--- config.mk ---
export PLATFORM = sky130hd
export DESIGN_NAME = egress_fsm
export DESIGN_NICKNAME = d
export VERILOG_FILES = /design/src/rtl/egress_fsm.sv
export SDC_FILE = /design/constraint.sdc
export NUM_CORES = 1
export LEC_CHECK = 0
export BUFFER_PORTS_ARGS = -buffer_cell sky130_fd_sc_hd__buf_2
export CAP_MARGIN = 30
export CELL_PAD_IN_SITES_DETAIL_PLACEMENT = 2
export CELL_PAD_IN_SITES_GLOBAL_PLACEMENT = 2
export CORE_UTILIZATION = 32
export DETAILED_ROUTE_END_ITERATION = 8
export PLACE_DENSITY = 0.87
export SLEW_MARGIN = 20
export SYNTH_ARGS = -nofsm -noshare
export SYNTH_HDL_FRONTEND = slang
export SYNTH_SLANG_ARGS = --single-unit
--- constraint.sdc ---
create_clock -name i_clk -period 4.3 [get_ports i_clk]
set_clock_uncertainty 0.15 [all_clocks]
set_input_delay 0.215 -clock i_clk [delete_from_list [all_inputs] [get_ports i_clk]]
set_output_delay 0.215 -clock i_clk [all_outputs]
set_load 0.05 [all_outputs]
--- src/rtl/egress_fsm.sv ---
// Egress side of the frame path: drains buffered frames onto a registered AXIS stream with
// preamble/SFD prepended, or silently discards frames whose status entry says drop.

`ifndef STUBBING_PASSTHROUGH
`define STUBBING_PASSTHROUGH 0
`endif

typedef struct packed {
    logic        tvalid;
    logic [15:0] tdata;
    logic        tlast;
} axis_source_t;

typedef struct packed {
    logic tready;
} axis_sink_t;

typedef enum logic [2:0] {
    IDLE     = 3'd0,
    PREAMBLE = 3'd1,
    SFD      = 3'd2,
    FRAME    = 3'd3,
    DISCARD  = 3'd4
} egress_state_t;

module egress_fsm #(
    parameter int          STUBBING       = `STUBBING_PASSTHROUGH,
    parameter int          PREAMBLE_WORDS = 3,
    parameter logic [15:0] PREAMBLE_WORD  = 16'hAAAA,
    parameter logic [15:0] SFD_WORD       = 16'hAAAB
) (
    input  logic         i_clk,
    input  logic         i_reset,
    output axis_source_t o_egress_source,
    input  axis_sink_t   i_egress_sink,
    input  logic         i_buf_empty,
    input  logic [15:0]  i_buf_rd_data,
    input  logic         i_buf_rd_last,
    output logic         o_buf_rd_en,
    input  logic         i_stat_empty,
    input  logic         i_stat_drop,
    output logic         o_stat_rd_en,
    output logic [15:0]  o_frames_sent,
    output logic [15:0]  o_frames_dropped
);

    localparam logic [2:0] PRE_LAST = 3'(PREAMBLE_WORDS - 1);

    egress_state_t r_state;
    logic [2:0]    r_preCnt;
    logic          r_tvalid;
    logic [15:0]   r_tdata;
    logic          r_tlast;
    logic [15:0]   r_framesSent;
    logic [15:0]   r_framesDropped;

    egress_state_t w_nextState;
    logic [2:0]    w_nextPreCnt;
    logic          w_loadEn;
    logic          w_load;
    logic [15:0]   w_loadData;
    logic          w_loadLast;
    logic          w_bufRdEn;
    logic          w_statRdEn;
    logic          w_dropDone;
    logic          w_lastXfer;

    // The output register may only be refilled once its current beat is gone or was never valid.
    assign w_loadEn   = ~r_tvalid | i_egress_sink.tready;
    assign w_lastXfer = r_tvalid & i_egress_sink.tready & r_tlast;

    always_comb begin
        w_nextState  = r_state;
        w_nextPreCnt = r_preCnt;
        w_load       = 1'b0;
        w_loadData   = r_tdata;
        w_loadLast   = 1'b0;
        w_bufRdEn    = 1'b0;
        w_statRdEn   = 1'b0;
        w_dropDone   = 1'b0;
        case (r_state)
            IDLE: begin
                if (!i_stat_empty) begin
                    w_statRdEn = 1'b1;
                    if (i_stat_drop) begin
                        w_nextState = DISCARD;
                    end else begin
                        w_nextState  = PREAMBLE;
                        w_nextPreCnt = 3'd0;
                    end
                end
            end
            PREAMBLE: begin
                if (w_loadEn) begin
                    w_load       = 1'b1;
                    w_loadData   = PREAMBLE_WORD;
                    w_nextPreCnt = r_preCnt + 3'd1;
                    if (r_preCnt == PRE_LAST) begin
                        w_nextState = SFD;
                    end
                end
            end
            SFD: begin
                if (w_loadEn) begin
                    w_load      = 1'b1;
                    w_loadData  = SFD_WORD;
                    w_nextState = FRAME;
                end
            end
            FRAME: begin
                if (w_loadEn && !i_buf_empty) begin
                    w_load     = 1'b1;
                    w_loadData = i_buf_rd_data;
                    w_loadLast = i_buf_rd_last;
                    w_bufRdEn  = 1'b1;
                    if (i_buf_rd_last) begin
                        w_nextState = IDLE;
                    end
                end
            end
            DISCARD: begin
                // Egress is left alone here so the previous frame's final beat can still drain.
                if (!i_buf_empty) begin
                    w_bufRdEn = 1'b1;
                    if (i_buf_rd_last) begin
                        w_dropDone  = 1'b1;
                        w_nextState = IDLE;
                    end
                end
            end
            default: begin
                w_nextState = IDLE;
            end
        endcase
    end

    always_ff @(posedge i_clk) begin
        if (i_reset) begin
            r_state         <= IDLE;
            r_preCnt        <= 3'd0;
            r_tvalid        <= 1'b0;
            r_tdata         <= 16'h0000;
            r_tlast         <= 1'b0;
            r_framesSent    <= 16'h0000;
            r_framesDropped <= 16'h0000;
        end else begin
            r_state  <= w_nextState;
            r_preCnt <= w_nextPreCnt;
            if (w_loadEn) begin
                r_tvalid <= w_load;
                r_tlast  <= w_loadLast;
                if (w_load) begin
                    r_tdata <= w_loadData;
                end
            end
            if (w_lastXfer) begin
                r_framesSent <= r_framesSent + 16'd1;
            end
            if (w_dropDone) begin
                r_framesDropped <= r_framesDropped + 16'd1;
            end
        end
    end

    // Pops are held off while reset is asserted so a reset never consumes buffer entries.
    assign o_buf_rd_en             = w_bufRdEn & ~i_reset;
    assign o_stat_rd_en            = w_statRdEn & ~i_reset;
    assign o_egress_source.tvalid  = r_tvalid;
    assign o_egress_source.tdata   = r_tdata;
    assign o_egress_source.tlast   = r_tlast;
    assign o_frames_sent           = r_framesSent;
    assign o_frames_dropped        = r_framesDropped;

endmodule

==> impl_metrics.json, run 1 <==
{
  "rsz0062_at_grt": "false",
  "r2r.worst_path.cells": 4,
  "via_count": 2646,
  "r2r_end": "o_frames_dropped[13]$_SDFFE_PP0P_",
  "placed_area_sq_um": 3042,
  "routabilityCongestion": 0.8256,
  "cts.clk_slew.worst_paths_ns": 0.11,
  "die_h_microns": 92.49,
  "grt_usage_pct": 22.01,
  "synthTopCellsByArea": "dfxtp_1, xnor2_1, nor2_1, o221a_2, a21oi_1",
  "synth-seq-cells": 56,
  "synth_xor_area_share_pct": 6.351,
  "slew-limit-headroom_pct": 61.11,
  "max-cap-violations": 0,
  "combPwrFrac_pct": 15.8,
  "fmax_ghz": 0.3940,
  "whs_ns": -0.002965,
  "swShare_pct": 30.21,
  "clk_latency_ns": 0.33,
  "yosys_warnings": 0,
  "grt_pass1_wl_mm": 14.62,
  "cts_tree": "done",
  "fillCellCount": 883,
  "required_ns": 3.93,
  "cts_max_level": 2,
  "grt_pass1_vias": 2755,
  "crit_path_start": "r_state[2]$_SDFFE_PP0P_",
  "status": "finished, violations left",
  "die-area_sq_um": 8553,
  "dr.pass1.iters": 4,
  "antenna_left": 0,
  "cts_buffers": 5,
  "synth_top_area_share_pct": 42.79,
  "start_util_pct": 33.56,
  "hold_violations": 2,
  "area_growth_pct": 23.97,
  "cp-start-kind": "register",
  "yosysTopAreaCell": "dfxtp_1",
  "critPathKind": "register to output pin",
  "finalCritPeriodShare_pct": 59.03,
  "setup_viol": 0,
  "port_buffers": 74,
  "drt_wl_total_mm": 9.121,
  "p_seq_share_pct": 50.5,
  "timing.rr.start": "r_state[2]$_SDFFE_PP0P_",
  "regArea_sq_um": 1121,
  "synth_compound_area_share_pct": 16.86,
  "cts_setup_buffers": 0,
  "worst_slew_pin_slew_ns": 0.5826,
  "setup_slack_ns": 1.762,
  "synth_edf_count": 0,
  "seq_area_frac_synth_pct": 42.79,
  "syn_avg_cell_area_sq_um": 8.676,
  "boundaryPins": 75,
  "grt_overflow_total": 0,
  "synth-adder-area-share_pct": 1.910,
  "power.internal_mw": 0.7714,
  "synth_nets": 329,
  "fin_tns_setup_ns": 0,
  "die_width_microns": 92.49,
  "drtIter0Drc": 63,
  "finalInstanceArea_sq_um": 3248,
  "final_common_cell": "buf_2",
  "hold_class": "primary input to register",
  "ys_async_sr_fraction_pct": 0,
  "hpwl_mm": 6.084,
  "insertedDiodeCount": 0,
  "crit_path_end_kind": "output pin",
  "slew_viol_final": 0,
  "cts_sinks": 56,
  "cellPowerDensity_nw_per_um2": 340.3,
  "syn_area_sq_um": 2620,
  "num_rows": 32,
  "crit_fanout": 14,
  "violations": "negative hold slack",
  "place_ws_ns": 1.823,
  "leakagePower_nw": 1.237,
  "multi_input_area_sq_um": 1370,
  "drc": 0,
  "post_synth_and_or_nand_nor_area_fraction_pct": 26.17,
  "antenna_found_initial": 0,
  "ys_types": 40,
  "synth_top_family_by_area": "simple AND/OR/NAND/NOR gates",
  "layout.nets": 402,
  "drive_above_1_share_pct": 27.13,
  "ir_drop_v": 0.0001623,
  "post-route-min-period_ns": 2.538,
  "cts-root-buf": "clkbuf_8",
  "cts_buffer_depth": 2,
  "wire_per_inst_microns": 19.08,
  "synthFlopType": "dfxtp_1",
  "synthCells": 302,
  "finalPower_mw": 1.105,
  "vias_per_cell": 5.536,
  "grt_max_degree": 52,
  "p_switching_mw": 0.3338,
  "crit_end": "o_buf_rd_en",
  "core-area_sq_um": 7807,
  "layout_common_cells": "buf_2, dfxtp_1, nor2_1",
  "ff2ff_setup_slack_ns": 1.79,
  "synthMuxAreaShare_pct": 0.7641,
  "cp.arrival_ns": 2.17,
  "clockPowerShare_pct": 33.7
}
cells by family after synthesis:
logic type | count (synthesis)
buffers and inverters | 30
AOI/OAI and AO/OA | 63
DFF | 56
and+or+nand+nor | 128
xor gates and xnor gates | 19
adders and majority gates | 4
muxes | 2
layer usage:
layer	part of all wire [%]	vias up	global-route usage [%]
met5	0	-	0
met4	1.9	0	7.161
met1	44	1316	26.91
met2	52	57	39.14
met3	2.4	15	3.448
li1	-	1258	-
critical path, stage by stage, from the launching register on:
cell,delay (ns)
dfxtp_1,0.65
or3b_2,0.62
o21a_1,0.16
nor3_1,0.13
buf_2,0.29
layout make-up:
class	count	area share (%)
sequential	56	34.51
inverter	12	1.387
clock inverter	2	1.194
timing repair buffer	84	14.56
multi-input combinational	216	42.18
tap	102	3.929
clock buffer	6	2.234
power groups by stage:
stage,Sequential (mW),Combinational (mW),Clock (mW)
2_1_floorplan,0.594,0.0936,0
3_3_place_gp,0.566,0.162,0
3_5_place_dp,0.568,0.165,0
4_1_cts,0.556,0.171,0.378
5_1_grt,0.560,0.185,0.400
6_report,0.558,0.174,0.373
synth_stat cells (4+ instances only):
cell      count
o31ai_1       5
nand4_1      13
nor2_1       32
nand2_1      14
nand2b_1      4
or4_1         5
nand3_1      14
nor4_1       11
nor3_1        9
ha_1          4
dfxtp_1      56
o221a_2       9
or3_1        14
a21oi_1      20
a22oi_1       8
xnor2_1      16
o21ai_0      10
clkbuf_1     14
inv_1        11
metrics by stage:
step	hold WS [ns]	cells	util, %
finish	-0.002965	478	41.60
CTS	0.001052	476	41.28
global placement	0.2890	461	38.96
global route	0.0009998	478	41.60
detailed placement	0.2997	461	38.96
floorplan	0.2056	302	-
registers in the layout (all words and copies together), names as in the netlist:
register          count
r_tdata              16
o_frames_dropped     16
r_tlast               1
r_state               3
o_frames_sent        16
r_tvalid              1
r_preCnt              3
worst min path at each step:
stage	depth (start not counted)	to	startpoint	slack, ns
2_1_floorplan	2	r_state[2]$_SDFFE_PP0P_	i_stat_drop	0.21
3_3_place_gp	2	r_tdata[0]$_SDFFE_PP0P_	r_tdata[0]$_SDFFE_PP0P_	0.29
3_5_place_dp	2	r_tdata[0]$_SDFFE_PP0P_	r_tdata[0]$_SDFFE_PP0P_	0.30
4_1_cts	2	r_tdata[9]$_SDFFE_PP0P_	i_buf_rd_data[9]	0.001
5_1_grt	2	r_tdata[9]$_SDFFE_PP0P_	i_buf_rd_data[9]	0.001
6_report	2	r_tdata[9]$_SDFFE_PP0P_	i_buf_rd_data[9]	-0.003
repair_timing:
action / in CTS / in global routing
resized for setup: 0 / 0
endpoints found under the hold margin: 7 / 0
hold buffers: 7 / 0
Power figures use the tool's default switching activity.
==> run 2, diff against run 1 <==
Settings changed: CORE_UTILIZATION 32 to 27, PLACE_DENSITY 0.87 to 0.78.
Clock period 4.3 ns to 2.2 ns, I/O delays scaled along.
==> impl_metrics.json, run 2 (synthesis results as in run 1) <==
{
  "clk_latency_ns": 0.31,
  "insertedDiodeCount": 0,
  "die_h_microns": 100.5,
  "fmax_ghz": 0.4782,
  "port_buffers": 74,
  "slew_viol_final": 0,
  "multi_input_area_sq_um": 1376,
  "fin_cells": 529,
  "finalCritPeriodShare_pct": 95.06,
  "drive_above_1_share_pct": 31.75,
  "hpwl_mm": 6.408,
  "max-cap-violations": 0,
  "via_count": 2681,
  "drc": 0,
  "critPathKind": "register to output pin",
  "worst_slew_pin_slew_ns": 0.6166,
  "crit_path_end_kind": "output pin",
  "cp-start-kind": "register",
  "start_util_pct": 28.09,
  "cts_buffer_depth": 2,
  "dr.pass1.iters": 4,
  "leakagePower_nw": 1.349,
  "antenna_left": 0,
  "routabilityCongestion": 0.8030,
  "antenna_found_initial": 0,
  "area_growth_pct": 32.62,
  "grt_usage_pct": 17.97,
  "post-place-cells": 505,
  "boundaryPins": 75,
  "grt_pass1_wl_mm": 14.21,
  "num_rows": 35,
  "layout_common_cells": "buf_2, dfxtp_1, nor2_1",
  "wire_per_inst_microns": 16.77,
  "cts_max_level": 2,
  "crit_fanout": 13,
  "slew-limit-headroom_pct": 58.37,
  "grt_overflow_total": 0,
  "hold_violations": 0,
  "status": "finished clean",
  "cellPowerDensity_nw_per_um2": 588.5,
  "rsz0062_at_grt": "false",
  "post-route-min-period_ns": 2.091,
  "finish.utilization_pct": 37.25,
  "required_ns": 1.94,
  "regArea_sq_um": 1131,
  "setup_viol": 0,
  "cts.clk_slew.worst_paths_ns": 0.10,
  "grt_pass1_vias": 2770,
  "core-area_sq_um": 9328,
  "drtIter0Drc": 57,
  "final_common_cell": "buf_2",
  "cts_buffers": 5,
  "die_width_microns": 100.5,
  "layout.nets": 426,
  "cts_sinks": 56,
  "ir_drop_v": 0.0002188,
  "cts_tree": "done",
  "grt_max_degree": 29,
  "die-area_sq_um": 10100,
  "cts-root-buf": "clkbuf_8",
  "fillCellCount": 1085,
  "cp.arrival_ns": 1.83,
  "cts_setup_buffers": 0,
  "hold_class": "primary input to register",
  "drt_wl_total_mm": 8.872,
  "fin_tns_setup_ns": 0,
  "vias_per_cell": 5.068
}
## run 2: changes by cell type in the layout (fill, tap and decap cells not counted), moves of 2 or more
cell | previous run | this run
buf_4 | 1 | 19
dlygate4sd3_1 | 7 | 16
buf_2 | 75 | 73
clkinv_2 | 0 | 2
nor3_1 | 9 | 7
dfxtp_1 | 56 | 48
dfxtp_2 | 0 | 8
nor3_2 | 0 | 2
## run 2: critical path, cell delays in order, from the launching register on
cell     delay [ns]
dfxtp_1        0.38
buf_4          0.20
or3b_4         0.45
o21a_1         0.15
nor3_2         0.10
buf_4          0.22
## run 2: layer usage
metal / vias up / track usage [%] / share of wire (%)
li1: 1303 / - / -
met1: 1322 / 21.99 / 43
met2: 46 / 32.77 / 52
met3: 10 / 2.497 / 2.7
met4: 0 / 5.017 / 1.5
met5: - / 0 / 0
## run 2: worst paths after layout
| kind | from | end | slack, ns | depth (start not counted) |
|---|---|---|---|---|
| worst max register to register | r_state[0]$_SDFFE_PP0P_ | o_frames_dropped[14]$_SDFFE_PP0P_ | 0.13 | 4 |
| worst max-delay path | r_state[2]$_SDFFE_PP0P_ | o_buf_rd_en | 0.11 | 5 |
| worst min-delay path | i_buf_rd_last | r_tlast$_SDFFE_PP0N_ | 0.05 | 3 |
| worst min register to register | o_frames_dropped[15]$_SDFFE_PP0P_ | o_frames_dropped[15]$_SDFFE_PP0P_ | 0.35 | 2 |
## run 2: power breakdown
group | switching, mW | internal, mW
Combinational | 0.253 | 0.137
Sequential | 0.0207 | 1.04
Clock | 0.336 | 0.253
Total | 0.610 | 1.43
## run 2: metrics by stage
| step | setup slack, ns | power [mW] | cell area (sq um) | hold slack, ns |
|---|---|---|---|---|
| finish | 0.1087 | 2.045 | 3475 | 0.05478 |
| CTS | 0.09774 | 2.069 | 3475 | 0.04587 |
| global placement | 0.2079 | 1.438 | 3217 | 0.1967 |
| global route | 0.004662 | 2.143 | 3475 | 0.07781 |
| floorplan | 0.009398 | 1.347 | 2640 | 0.1006 |
| detailed placement | 0.1388 | 1.450 | 3217 | 0.2093 |
## run 2: what timing repair did
item,CTS,global route
setup endpoints to repair,1,0
endpoints found under the hold margin,16,0
resized for setup,2,0
hold buffers,16,0
## run 2: area by class of cell
| type | count | share of cell area [%] |
|---|---|---|
| clock buffer | 6 | 2.377 |
| clock inverter | 2 | 0.2881 |
| inverter | 12 | 1.296 |
| multi-input combinational | 216 | 39.61 |
| sequential | 56 | 32.55 |
| tap | 129 | 4.645 |
| timing repair buffer | 108 | 19.23 |
